## config.mk

```make
export PLATFORM = sky130hd
export DESIGN_NAME = ex_stage
export DESIGN_NICKNAME = d
export VERILOG_FILES = /design/src/rtl/ex_stage.sv
export SDC_FILE = /design/constraint.sdc
export NUM_CORES = 1
export LEC_CHECK = 0
export CAP_MARGIN = 20
export CORE_MARGIN = 2
export CORE_UTILIZATION = 25
export DETAILED_ROUTE_END_ITERATION = 10
export SYNTH_ARGS = -nofsm -noshare
export SYNTH_HDL_FRONTEND = slang
export SYNTH_SLANG_ARGS = --single-unit
```

## constraint.sdc

```tcl
create_clock -name clk -period 18.2 [get_ports clk]
set_input_delay 3.64 -clock clk [delete_from_list [all_inputs] [get_ports clk]]
set_output_delay 3.64 -clock clk [all_outputs]
set_load 0.03 [all_outputs]
```

## src/rtl/ex_stage.sv

```systemverilog
// ex_stage: execute stage of a 5-stage MIPS pipeline.
// Forwarding muxes, ALU control decode, ALU, EX/MEM pipeline register and,
// when the macro EX_MULDIV_EN is defined, an iterative multiply/divide unit
// with HI/LO registers and mfhi/mflo. Without the macro, every muldiv and
// mfhi/mflo funct becomes a NOP and ex_stall is tied low.
module ex_stage (
    input  logic        clk,
    input  logic        startin,
    input  logic [1:0]  EX_wb,
    input  logic [2:0]  EX_m,
    input  logic        EX_alu_src,
    input  logic [1:0]  EX_alu_op,
    input  logic        EX_reg_dst,
    input  logic [31:0] EX_pc_plus_4,
    input  logic [31:0] EX_reg_data1,
    input  logic [31:0] EX_reg_data2,
    input  logic [31:0] EX_sign_ext_imm,
    input  logic [4:0]  EX_instr_25_21,
    input  logic [4:0]  EX_instr_20_16,
    input  logic [4:0]  EX_instr_15_11,
    input  logic        MEM_fwd_we,
    input  logic        WB_fwd_we,
    input  logic [4:0]  MEM_fwd_rd,
    input  logic [4:0]  WB_fwd_rd,
    input  logic [31:0] MEM_fwd_data,
    input  logic [31:0] WB_fwd_data,
    output logic        ex_stall,
    output logic [1:0]  MEM_wb,
    output logic [2:0]  MEM_m,
    output logic [31:0] MEM_branch_target,
    output logic        MEM_zero,
    output logic [31:0] MEM_alu_result,
    output logic [31:0] MEM_store_data,
    output logic [4:0]  MEM_write_reg
);

    typedef enum logic [3:0] {
        ALU_NONE,
        ALU_ADD,
        ALU_SUB,
        ALU_AND,
        ALU_OR,
        ALU_SLT,
        ALU_MFHI,
        ALU_MFLO
    } alu_sel_t;

    // ------------------------------------------------------------------
    // Operand forwarding: index 0 is rs, index 1 is rt.
    // ------------------------------------------------------------------
    logic [1:0][4:0]  src_idx;
    logic [1:0][31:0] src_data;
    logic [1:0][31:0] fwd_val;

    assign src_idx[0]  = EX_instr_25_21;
    assign src_idx[1]  = EX_instr_20_16;
    assign src_data[0] = EX_reg_data1;
    assign src_data[1] = EX_reg_data2;

    genvar gi;
    generate
        for (gi = 0; gi < 2; gi++) begin : g_fwd
            logic [31:0] val;
            // MEM result is younger than WB, so it takes priority; $zero never forwards
            always_comb begin
                if (MEM_fwd_we && (MEM_fwd_rd != 5'd0) && (MEM_fwd_rd == src_idx[gi]))
                    val = MEM_fwd_data;
                else if (WB_fwd_we && (WB_fwd_rd != 5'd0) && (WB_fwd_rd == src_idx[gi]))
                    val = WB_fwd_data;
                else
                    val = src_data[gi];
            end
            assign fwd_val[gi] = val;
        end
    endgenerate

    logic [31:0] fwd_rs;
    logic [31:0] fwd_rt;
    logic [31:0] op_a;
    logic [31:0] op_b;

    assign fwd_rs = fwd_val[0];
    assign fwd_rt = fwd_val[1];
    assign op_a   = fwd_rs;
    assign op_b   = EX_alu_src ? EX_sign_ext_imm : fwd_rt;

    // ------------------------------------------------------------------
    // ALU control decode
    // ------------------------------------------------------------------
    logic [5:0] funct;
    alu_sel_t   alu_sel;
    logic       is_md_op;
    logic       is_mfhilo;

    assign funct = EX_sign_ext_imm[5:0];

    // Map alu_op/funct to an ALU operation and flag the muldiv/mfhi/mflo classes
    always_comb begin
        alu_sel   = ALU_NONE;
        is_md_op  = 1'b0;
        is_mfhilo = 1'b0;
        case (EX_alu_op)
            2'b00: alu_sel = ALU_ADD;
            2'b01: alu_sel = ALU_SUB;
            2'b10: begin
                case (funct)
                    6'h20: alu_sel = ALU_ADD;
                    6'h22: alu_sel = ALU_SUB;
                    6'h24: alu_sel = ALU_AND;
                    6'h25: alu_sel = ALU_OR;
                    6'h2A: alu_sel = ALU_SLT;
                    6'h10: begin
                        is_mfhilo = 1'b1;
`ifdef EX_MULDIV_EN
                        alu_sel   = ALU_MFHI;
`endif
                    end
                    6'h12: begin
                        is_mfhilo = 1'b1;
`ifdef EX_MULDIV_EN
                        alu_sel   = ALU_MFLO;
`endif
                    end
                    6'h18, 6'h19, 6'h1A, 6'h1B: is_md_op = 1'b1;
                    default: alu_sel = ALU_NONE;
                endcase
            end
            default: alu_sel = ALU_NONE;
        endcase
    end

    // ------------------------------------------------------------------
    // Multiply / divide unit
    // ------------------------------------------------------------------
    logic        kill;
    logic [31:0] hi_val;
    logic [31:0] lo_val;

`ifdef EX_MULDIV_EN
    typedef enum logic [1:0] {
        MD_IDLE,
        MD_RUN,
        MD_DONE
    } md_state_t;

    md_state_t   state_reg, state_next;
    logic [4:0]  cnt_reg, cnt_next;
    logic        md_start;
    logic        md_last;

    logic [31:0] hi_reg, lo_reg;
    logic [31:0] md_a_reg;      // multiplicand or divisor magnitude
    logic [31:0] md_acc_reg;    // partial product high half or partial remainder
    logic [31:0] md_q_reg;      // multiplier bits or quotient/dividend bits
    logic        md_div_reg;
    logic        md_neg_res_reg;
    logic        md_neg_rem_reg;
    logic        md_dz_reg;

    // State and iteration counter
    always_ff @(posedge clk) begin
        if (startin) begin
            state_reg <= MD_IDLE;
            cnt_reg   <= 5'd0;
        end else begin
            state_reg <= state_next;
            cnt_reg   <= cnt_next;
        end
    end

    // Next state, stall and step control
    always_comb begin
        state_next = state_reg;
        cnt_next   = cnt_reg;
        ex_stall   = 1'b0;
        md_start   = 1'b0;
        md_last    = 1'b0;
        case (state_reg)
            MD_IDLE: begin
                if (is_md_op) begin
                    md_start   = 1'b1;
                    ex_stall   = 1'b1;
                    cnt_next   = 5'd0;
                    state_next = MD_RUN;
                end
            end
            MD_RUN: begin
                ex_stall = 1'b1;
                cnt_next = cnt_reg + 5'd1;
                if (cnt_reg == 5'd31) begin
                    md_last    = 1'b1;
                    cnt_next   = 5'd0;
                    state_next = MD_DONE;
                end
            end
            MD_DONE: state_next = MD_IDLE;
            default: state_next = MD_IDLE;
        endcase
    end

    // Start-of-operation magnitudes; funct bit 0 clear means signed
    logic        md_signed;
    logic [31:0] rs_mag;
    logic [31:0] rt_mag;

    assign md_signed = ~funct[0];
    assign rs_mag    = (md_signed && fwd_rs[31]) ? (32'd0 - fwd_rs) : fwd_rs;
    assign rt_mag    = (md_signed && fwd_rt[31]) ? (32'd0 - fwd_rt) : fwd_rt;

    // One shift-add or restoring-subtract step on the working registers
    logic [32:0] mul_sum;
    logic [32:0] div_sh;
    logic [32:0] div_diff;
    logic        div_ge;
    logic [31:0] acc_n;
    logic [31:0] q_n;

    always_comb begin
        mul_sum  = {1'b0, md_acc_reg} + (md_q_reg[0] ? {1'b0, md_a_reg} : 33'd0);
        div_sh   = {md_acc_reg, md_q_reg[31]};
        div_diff = div_sh - {1'b0, md_a_reg};
        div_ge   = ~div_diff[32];
        if (md_div_reg) begin
            acc_n = div_ge ? div_diff[31:0] : div_sh[31:0];
            q_n   = {md_q_reg[30:0], div_ge};
        end else begin
            acc_n = mul_sum[32:1];
            q_n   = {mul_sum[0], md_q_reg[31:1]};
        end
    end

    // Sign correction of the final step; divide by zero forces LO to all ones
    logic [63:0] prod_raw;
    logic [63:0] prod_fix;
    logic [31:0] hi_fin;
    logic [31:0] lo_fin;

    always_comb begin
        prod_raw = {acc_n, q_n};
        prod_fix = md_neg_res_reg ? (64'd0 - prod_raw) : prod_raw;
        if (md_div_reg) begin
            hi_fin = md_neg_rem_reg ? (32'd0 - acc_n) : acc_n;
            if (md_dz_reg)
                lo_fin = 32'hFFFF_FFFF;
            else
                lo_fin = md_neg_res_reg ? (32'd0 - q_n) : q_n;
        end else begin
            hi_fin = prod_fix[63:32];
            lo_fin = prod_fix[31:0];
        end
    end

    // Operand latch, iteration registers and HI/LO write on the last step
    always_ff @(posedge clk) begin
        if (startin) begin
            hi_reg         <= 32'd0;
            lo_reg         <= 32'd0;
            md_a_reg       <= 32'd0;
            md_acc_reg     <= 32'd0;
            md_q_reg       <= 32'd0;
            md_div_reg     <= 1'b0;
            md_neg_res_reg <= 1'b0;
            md_neg_rem_reg <= 1'b0;
            md_dz_reg      <= 1'b0;
        end else if (md_start) begin
            md_div_reg     <= funct[1];
            md_acc_reg     <= 32'd0;
            md_neg_res_reg <= md_signed & (fwd_rs[31] ^ fwd_rt[31]);
            md_neg_rem_reg <= md_signed & fwd_rs[31];
            md_dz_reg      <= (fwd_rt == 32'd0);
            if (funct[1]) begin
                md_a_reg <= rt_mag;
                md_q_reg <= rs_mag;
            end else begin
                md_a_reg <= rs_mag;
                md_q_reg <= rt_mag;
            end
        end else if (state_reg == MD_RUN) begin
            md_acc_reg <= acc_n;
            md_q_reg   <= q_n;
            if (md_last) begin
                hi_reg <= hi_fin;
                lo_reg <= lo_fin;
            end
        end
    end

    assign hi_val = hi_reg;
    assign lo_val = lo_reg;
    // A muldiv never writes back; during its stall the register holds bubbles anyway
    assign kill   = is_md_op;
`else
    assign ex_stall = 1'b0;
    assign hi_val   = 32'd0;
    assign lo_val   = 32'd0;
    // Without the unit these opcodes behave as NOPs
    assign kill     = is_md_op | is_mfhilo;
`endif

    // ------------------------------------------------------------------
    // ALU
    // ------------------------------------------------------------------
    logic [31:0] alu_result;

    // Compute the stage result; wrapping add/sub, signed compare for slt
    always_comb begin
        alu_result = 32'd0;
        case (alu_sel)
            ALU_ADD:  alu_result = op_a + op_b;
            ALU_SUB:  alu_result = op_a - op_b;
            ALU_AND:  alu_result = op_a & op_b;
            ALU_OR:   alu_result = op_a | op_b;
            ALU_SLT:  alu_result = {31'd0, ($signed(op_a) < $signed(op_b))};
            ALU_MFHI: alu_result = hi_val;
            ALU_MFLO: alu_result = lo_val;
            default:  alu_result = 32'd0;
        endcase
    end

    // ------------------------------------------------------------------
    // EX/MEM pipeline register
    // ------------------------------------------------------------------
    // Load the stage outputs; stalls and squashed opcodes get zero control
    always_ff @(posedge clk) begin
        if (startin) begin
            MEM_wb            <= 2'd0;
            MEM_m             <= 3'd0;
            MEM_branch_target <= 32'd0;
            MEM_zero          <= 1'b0;
            MEM_alu_result    <= 32'd0;
            MEM_store_data    <= 32'd0;
            MEM_write_reg     <= 5'd0;
        end else begin
            MEM_wb            <= (ex_stall || kill) ? 2'd0 : EX_wb;
            MEM_m             <= (ex_stall || kill) ? 3'd0 : EX_m;
            MEM_branch_target <= EX_pc_plus_4 + {EX_sign_ext_imm[29:0], 2'b00};
            MEM_zero          <= (alu_result == 32'd0);
            MEM_alu_result    <= alu_result;
            MEM_store_data    <= fwd_rt;
            MEM_write_reg     <= EX_reg_dst ? EX_instr_15_11 : EX_instr_20_16;
        end
    end

endmodule

```

==> reports/qor.txt, run 1 <==
DP Wirelength: 39400 um
Hold Fails Final Rpt: 0
Layout area overhead: 35.1%
Largest net degree at the start of global routing: 65
CP Capture Type: flip-flop
Critical path type: in2reg
Die Ht: 221 um
Core Area: 46500 sq um
DR iter-0 viols: 1028
Total gr overflow: 0
First-pass GRT wire length: 72000 um
Area of all placed cells without fillers: 15900 sq um
Crit path cell chain: clkdlybuf4s50_1 > or4_1 > o21ai_0 > nor4_1 > nand3_2 > buf_4 > a21oi_1 > mux2_2 > ha_1 > fa_1 > a21o_1 > a221oi_4 > o211ai_2 > a2111o_1 > and4_4 > o21a_1 > a2111oi_4 > o2111ai_1 > nor3_1 > nand4_1 > nor4_2
Setup crit start kind: primary input
Reg area: 2140 sq um
Main synth FF type: dfxtp_1
CTS clock-pin slew for the worst setup and hold paths: 0.08 ns
Most frequent cells in the layout: 333 x clkdlybuf4s50_1, 158 x nor2_1, 139 x ha_1, 124 x a21oi_1, 116 x inv_1
GPL Wtd Cong: 0.943
Post-CTS setup buffers: 0
Initial antenna violation count: 1
Post-Place Cell Area: 15600 sq um
Post-synth EDFFs: 0
Fmax: 105 MHz
CTS Root Cell: clkbuf_16
Fill count: 4859
Sink Count: 107
Multi-input gate area: 8800 sq um
Hold EP: MEM_write_reg[0]$_SDFF_PP0_
Endpoints failing setup: 0
Outcome: finished, final reports clean
Layout net count: 2156
Synth area leader: dfxtp_1
Antenna cell count: 0
Gate count after technology mapping: 1502
Mapped cell area: 11700 sq um
Pwr/cell area: 64.3 nW/um^2
Top Ports: 338
CP max stage delay: 0.57 ns
Syn Area/Cell: 7.82 sq um
Peak supply drop: 0.0505 mV
Layout cells sized above 1: 6.32%
Vias: 12.5k
Crit path DAT: 9.82 ns
DRT Pass-1 Iters: 5
Fin crit period: 9.52 ns
Final Slew Violations: 0
Max-Slew Margin vs Limit: 33.5%
Top cell type's share of synthesized area: 18.2%
Setup TNS: 0 ns
Avg WL per Cell: 20.7 um
H-tree levels: 3
Commonest non-fill, non-tap cell in the layout: clkdlybuf4s50_1
Die area: 48700 sq um
Number of max-cap violations: 0
Post-CTS sizing: 0
#FFs+latches synth: 107
Post-synth ARST share: 0%
CTS hold repair buffers: 0
Crit Path Max Fanout: 64
WHS Path Cells: 3
Via density: 5.21
CTS tree: yes
Routed Antenna Nets: 0
Number of buffers added on ports: 336
Synth top area cells: dfxtp_1 18%, ha_1 15%, mux2i_1 7.2%
Row cnt: 79
Hold WC Path Type: in2reg
Worst hold slack: 3.77 ns
DRC: 0
Met1 wire length: 22600 um
Sequential element share of the synthesized area: 18.2%
Lkg Pwr: 6.38 nW
Slowest-stage cell, CP: buf_4
Routed met2 length: 22400 um
Synth warn: 0
Critical Path RT: 18.50 ns
Vias in the first global route: 12.0k
Top Layer Used: met5
RSZ-0062 raised after global routing: false
Syn nets: 1874
Hold Startpoint: startin
Drt total wl: 49600 um
Period utilization: 52.3%
Clock Tree Buf Depth: 2
Initial Utilization: 25.3%
Die X: 221 um
Synth unique cells: 100
Clock buffers created by TritonCTS: 9
Largest registers: MEM_alu_result x32, MEM_branch_target x32, MEM_store_data x32
Met3 wire len: 3460 um
Gr usage total: 19.5%
Worst slew pin tran: 0.984 ns
per-stage QoR:
| step | power (mW) | std cells | util (%) | setup WS [ns] |
|---|---|---|---|---|
| floorplan | 0.610 | 1502 | - | 9.41 |
| global placement | 0.808 | 2380 | 33.6 | 8.33 |
| detailed placement | 0.810 | 2380 | 33.6 | 8.23 |
| CTS | 1.02 | 2395 | 34.2 | 8.60 |
| global route | 1.08 | 2395 | 34.2 | 8.34 |
| finish | 1.02 | 2395 | 34.2 | 8.68 |
metal layers:
layer  GRT usage (%)  vias to the layer above
li1                -                     5955
met3            3.19                       52
met5               0                        -
met2            31.3                      498
met4            6.13                        2
met1            26.5                     5967
worst max-delay path: cells and delay by family:
family                     cells  cell delay, ns
and+or+nand+nor                7            1.53
buffers and inverters          2            1.04
adders and majority gates      2            0.74
AOI/OAI and AO/OA              9            2.51
muxes                          1            0.34
cells by family (layout without fill, tap and decap cells):
logic type / Yosys count / in the layout / share of synthesized area [%]
AO/OA/AOI/OAI: 444 / 444 / 26.2
XOR/XNOR: 54 / 54 / 4.03
adder cells (fa/ha/maj): 142 / 142 / 15.3
multiplexers: 114 / 114 / 10.0
other: 1 / 1 / 0.0319
AND/OR/NAND/NOR: 445 / 445 / 19.0
buffers and inverters: 195 / 481 / 7.20
flip-flops: 107 / 107 / 18.2
power breakdown:
part / total (mW) / switching, mW / leakage, nW / internal, mW
Combinational: 0.544 / 0.318 / 5.35 / 0.226
Clock: 0.209 / 0.113 / 0.140 / 0.0956
Sequential: 0.267 / 0.00850 / 0.889 / 0.259
Total: 1.02 / 0.440 / 6.38 / 0.580
area by class of cell:
class                           instances  share of cell area [%]
Sequential cell                       107                    13.5
Timing Repair Buffer                  349                    21.7
Clock buffer                            9                    1.42
Clock inverter                          6                   0.363
Inverter                              117                    2.77
Multi-Input combinational cell       1200                    55.5
Tap cell                              607                    4.78
worst max-delay path by stage:
stage                     endpoint          start
5_1_grt        MEM_zero$_SDFF_PP0_  MEM_fwd_rd[1]
2_1_floorplan  MEM_zero$_SDFF_PP0_   WB_fwd_rd[4]
6_report       MEM_zero$_SDFF_PP0_  MEM_fwd_rd[1]
4_1_cts        MEM_zero$_SDFF_PP0_  MEM_fwd_rd[1]
3_5_place_dp   MEM_zero$_SDFF_PP0_  MEM_fwd_rd[1]
3_3_place_gp   MEM_zero$_SDFF_PP0_  MEM_fwd_rd[1]
synthesized netlist by cell type, types with 7 or more instances:
master / n
xor2_1: 20
a31oi_1: 9
mux2i_1: 84
ha_1: 139
xnor2_1: 34
o221ai_1: 8
nor3_1: 31
nor2_1: 158
o21bai_1: 11
o211ai_1: 12
nor4_1: 11
nor4b_1: 7
nand3_1: 20
a21o_1: 31
a21oi_1: 125
clkbuf_8: 7
nor2b_1: 16
o21ai_0: 76
nand2b_1: 15
inv_1: 116
a221oi_1: 7
and3_1: 9
mux2_2: 30
and2_1: 50
o31ai_1: 14
dfxtp_1: 107
o21a_1: 11
nand2_1: 83
clkbuf_1: 54
a211oi_1: 31
nand4_1: 9
No activity file was read; power rests on OpenSTA's default activity.
==> inputs of run 2 (changes only) <==
==> constraint.sdc (replaced) <==
create_clock -name clk -period 8.5 [get_ports clk]
set_input_delay 1.7 -clock clk [delete_from_list [all_inputs] [get_ports clk]]
set_output_delay 1.7 -clock clk [all_outputs]
set_load 0.03 [all_outputs]
==> run 2 against run 1 <==
  * Combinational power grew 120%
  * Critical endpoint unchanged
  * Clock power grew 120%
  * Die area is the same
  * Utilization grew 0.17 points
  * Sequential share of layout area shrank 0.067 points
  * Sequential cell count is the same
==> reports/qor.txt, run 2 (synthesized netlist as in run 1, its figures left out) <==
Outcome: finished, final reports clean
CP top delay family: compound AO/OA/AOI/OAI gates
Layout area overhead: 35.8%
Die Ht: 221 um
Initial Utilization: 25.3%
Setup crit start kind: primary input
Number of max-cap violations: 0
Max-Slew Margin vs Limit: 32.4%
Critical Path RT: 8.80 ns
CTS clock-pin slew for the worst setup and hold paths: 0.08 ns
Clock Tree Buf Depth: 2
Drt total wl: 49700 um
DP Wirelength: 40000 um
Lkg Pwr: 6.43 nW
Layout net count: 2163
Gr usage total: 19.6%
Critical path type: in2reg
DRT Pass-1 Iters: 8
First-pass GRT wire length: 72000 um
Number of buffers added on ports: 336
Pwr/cell area: 139 nW/um^2
Combinational cell fraction of total power: 53.0%
CTS hold repair buffers: 0
Cells after DPL: 2387
Largest registers: MEM_alu_result x32, MEM_branch_target x32, MEM_store_data x32
Die area: 48700 sq um
Fin crit period: 7.60 ns
Slowest-stage cell, CP: o21ai_0
RSZ-0062 raised after global routing: false
Int Pwr: 1.27 mW
Fmax: 132 MHz
Sw frac: 42.4%
DR iter-0 viols: 940
Most frequent cells in the layout: 333 x clkdlybuf4s50_1, 158 x nor2_1, 139 x ha_1, 124 x a21oi_1, 116 x inv_1
Power share of the sequential group: 25.8%
Final Non-Filler Cells: 2403
Endpoints failing setup: 0
Switching power: 937 uW
Final Power: 2.21 mW
CTS Root Cell: clkbuf_16
Peak supply drop: 0.104 mV
Avg WL per Cell: 20.7 um
Largest net degree at the start of global routing: 58
Crit Path Max Fanout: 32
DRC: 0
CP max stage delay: 0.62 ns
Setup TNS: 0 ns
Vias: 12.5k
Hold Fails Final Rpt: 0
CTS tree: yes
Period utilization: 89.4%
Antenna cell count: 0
CP Capture Type: flip-flop
Routed Antenna Nets: 0
Post-CTS sizing: 0
Post-CTS setup buffers: 0
Commonest non-fill, non-tap cell in the layout: clkdlybuf4s50_1
Via density: 5.19
Final Slew Violations: 0
Clock buffers created by TritonCTS: 9
Initial antenna violation count: 1
Core Area: 46500 sq um
Top Ports: 338
H-tree levels: 3
Total gr overflow: 0
Vias in the first global route: 12.0k
Worst slew pin tran: 1.00 ns
GPL Wtd Cong: 0.909
Hold WC Path Type: in2reg
Sink Count: 107
Crit path DAT: 7.90 ns
Crit path cell chain: clkdlybuf4s50_1 > or4_1 > o21ai_0 > nor4_2 > buf_4 > mux2i_1 > o21ai_0 > ha_1 > nor3b_2 > o311ai_4 > a21oi_2 > o31ai_1 > a31oi_1 > a221oi_1 > a2bb2oi_1 > nor4b_1 > o211a_1 > nand4_1 > nor4_2
CP Buf/Inv Count: 2
Die X: 221 um
Clock power share: 21.2%
Row cnt: 79
Layout cells sized above 1: 6.74%
-- run 2: cell count changes in the layout (fill, tap and decap cells not counted), sizes merged --
cell    delta
bufinv     +1
buf        +7
-- run 2: final timing paths --
path	start	end	slack, ns	depth (start not counted)
worst max-delay path	WB_fwd_rd[3]	MEM_zero$_SDFF_PP0_	0.90	19
worst min-delay path	EX_sign_ext_imm[0]	MEM_branch_target[2]$_SDFF_PP0_	1.77	3
-- run 2: layout make-up --
cell class	instances	area [sq um]
fill	4863	30500
multi-input combinational	1200	8800
timing repair buffer	356	3500
sequential	107	2140
tap	607	759
inverter	117	439
clock buffer	9	225
clock inverter	7	83.8
-- run 2: power by group through the flow --
stage	registers, mW	logic [mW]	clock network, mW
floorplan	0.687	0.618	0
global placement	0.585	1.14	0
detailed placement	0.584	1.15	0
CTS	0.573	1.16	0.488
global route	0.577	1.26	0.504
finish	0.572	1.17	0.469
-- run 2: through the flow --
stage / setup slack (ns) / hold WS (ns) / area, sq um / util [%]
2_1_floorplan: 1.65 / 1.82 / 11700 / -
3_3_place_gp: 0.848 / 2.17 / 15600 / 33.7
3_5_place_dp: 0.667 / 2.18 / 15600 / 33.7
4_1_cts: 1.04 / 1.75 / 16000 / 34.3
5_1_grt: 0.655 / 1.76 / 16000 / 34.3
6_report: 0.902 / 1.77 / 16000 / 34.3
-- run 2: layer usage --
metal / vias up / part of all wire, % / GRT usage, %
met1: 5947 / 45 / 26.0
met5: - / 0 / 0
li1: 5952 / - / -
met4: 0 / 2.4 / 5.96
met3: 65 / 7.8 / 3.90
met2: 509 / 45 / 31.8
==> inputs of run 3 (changes only) <==
--- a/config.mk
+++ b/config.mk
@@ -9,6 +9,7 @@
 export CORE_MARGIN = 2
 export CORE_UTILIZATION = 25
 export DETAILED_ROUTE_END_ITERATION = 10
+export PLACE_DENSITY = 0.46
 export SYNTH_ARGS = -nofsm -noshare
 export SYNTH_HDL_FRONTEND = slang
 export SYNTH_SLANG_ARGS = --single-unit
==> run 3 against run 2 <==
  * Sequential share of layout area about the same
  * Routed wire length increased by 6.6%
  * Worst setup slack improved by 0.16 ns
  * Cell area about the same
  * Critical path type unchanged
  * Largest cell class unchanged
  * Critical path depth increased by 1
  * Via count decreased by 0.95%
  * Critical endpoint unchanged
  * Hold slack got worse by 0.059 ns
  * Sequential cell count unchanged
==> reports/qor.txt, run 3 (synthesized netlist as in run 1, its figures left out) <==
CTS clock-pin slew for the worst setup and hold paths: 0.08 ns
Setup crit start kind: primary input
Top Ports: 338
Outcome: finished, final reports clean
Initial antenna violation count: 4
Sink Count: 107
DRT Pass-1 Iters: 5
RSZ-0062 raised after global routing: false
Max-Slew Margin vs Limit: 24.7%
Commonest non-fill, non-tap cell in the layout: clkdlybuf4s50_1
Largest net degree at the start of global routing: 65
Hold EP: MEM_branch_target[31]$_SDFF_PP0_
Clock Tree Buf Depth: 2
DR iter-0 viols: 1004
Clock buffers created by TritonCTS: 9
Core Area: 46500 sq um
WHS Path Cells: 3
Number of buffers added on ports: 336
Routed Antenna Nets: 0
Number of max-cap violations: 0
Most frequent cells in the layout: 333 x clkdlybuf4s50_1, 158 x nor2_1, 139 x ha_1, 124 x a21oi_1, 115 x inv_1
Drt total wl: 53000 um
Gr usage total: 20.9%
Vias: 12.4k
Worst slew pin tran: 1.13 ns
Hold Startpoint: startin
Initial Utilization: 25.3%
Slowest-stage cell, CP: a211oi_1
Total gr overflow: 0
GPL Wtd Cong: 0.923
Hold Fails Final Rpt: 0
Layout area overhead: 35.8%
H-tree levels: 3
CTS hold repair buffers: 0
Multi-input gate area: 8800 sq um
Worst hold slack: 1.71 ns
Layout net count: 2162
Avg WL per Cell: 22.0 um
DRC: 0
Critical path type: in2reg
Fmax: 134 MHz
Die area: 48700 sq um
Lkg Pwr: 6.42 nW
DP Wirelength: 42900 um
Fin crit period: 7.44 ns
Peak supply drop: 0.115 mV
Final Util: 34.3%
CP max stage delay: 0.60 ns
Crit Path Max Fanout: 24
First-pass GRT wire length: 75700 um
Area of all placed cells without fillers: 16000 sq um
Dpl ws: 0.807 ns
Via density: 5.14
Die X: 221 um
Final Slew Violations: 0
Largest registers: MEM_alu_result x32, MEM_branch_target x32, MEM_store_data x32
Layout cells sized above 1: 6.74%
Vias in the first global route: 11.7k
Post-Place Cell Area: 15700 sq um
Period utilization: 87.5%
CTS Root Cell: clkbuf_16
Crit path cell chain: clkdlybuf4s50_1 > or4_1 > o21ai_0 > nor4_1 > nand3_2 > buf_4 > a21oi_1 > mux2_2 > ha_1 > a21o_1 > a211oi_1 > nand2_1 > a2111o_1 > and4_4 > o21a_1 > a2111oi_4 > o2111ai_1 > nor3_1 > nand4_1 > nor4_2
Setup TNS: 0 ns
Row cnt: 79
Critical Path RT: 8.81 ns
Endpoints failing setup: 0
Final WS setup: 1.06 ns
Fill count: 4880
Pwr/cell area: 138 nW/um^2
CTS tree: yes
Reg area: 2140 sq um
Hold WC Path Type: in2reg
CP Capture Type: flip-flop
Post-CTS setup buffers: 0
Crit path DAT: 7.75 ns
Post-CTS sizing: 0
Die Ht: 221 um
-- run 3: layer usage --
| metal | track usage (%) | share of wire (%) |
|---|---|---|
| met5 | 0 | 0.049 |
| met4 | 5.87 | 1.7 |
| met3 | 3.64 | 7.3 |
| met2 | 33.9 | 45 |
| met1 | 28.4 | 46 |
-- run 3: per-stage QoR --
step	power (mW)	std cells
after global placement	1.75	2386
after floorplan	1.31	1502
after CTS	2.22	2402
after detailed placement	1.75	2386
final	2.20	2405
after global routing	2.33	2402
-- run 3: final cells by class --
class                      count  share of cell area (%)
antenna                        3                  0.0471
tap                          607                    4.76
clock buffer                  10                    1.50
timing repair buffer         355                    22.0
inverter                     117                    2.75
clock inverter                 6                   0.290
sequential                   107                    13.4
multi-input combinational   1200                    55.2
-- run 3: how the worst max path moves through the flow --
| stage | startpoint | endpoint | slack [ns] | depth (start not counted) |
|---|---|---|---|---|
| final | MEM_fwd_rd[1] | MEM_zero$_SDFF_PP0_ | 1.06 | 20 |
| after global routing | MEM_fwd_rd[1] | MEM_zero$_SDFF_PP0_ | 0.77 | 20 |
| after CTS | WB_fwd_rd[3] | MEM_zero$_SDFF_PP0_ | 1.23 | 21 |
| after detailed placement | MEM_fwd_rd[1] | MEM_zero$_SDFF_PP0_ | 0.81 | 21 |
| after global placement | MEM_fwd_rd[1] | MEM_zero$_SDFF_PP0_ | 0.91 | 20 |
| after floorplan | WB_fwd_rd[4] | MEM_zero$_SDFF_PP0_ | 1.65 | 20 |
-- run 3: worst max-delay path: cells and delay by family --
family / cells / cell delay (ns)
AO/OA/AOI/OAI: 8 / 2.34
buffers and inverters: 2 / 0.80
AND/OR/NAND/NOR: 8 / 2.06
multiplexers: 1 / 0.33
adder cells (fa/ha/maj): 1 / 0.48
-- run 3: power by group --
group          leakage (nW)  switching [mW]  internal (mW)
clock                 0.141           0.245          0.211
combinational          5.39           0.690          0.485
sequential            0.889          0.0181          0.554
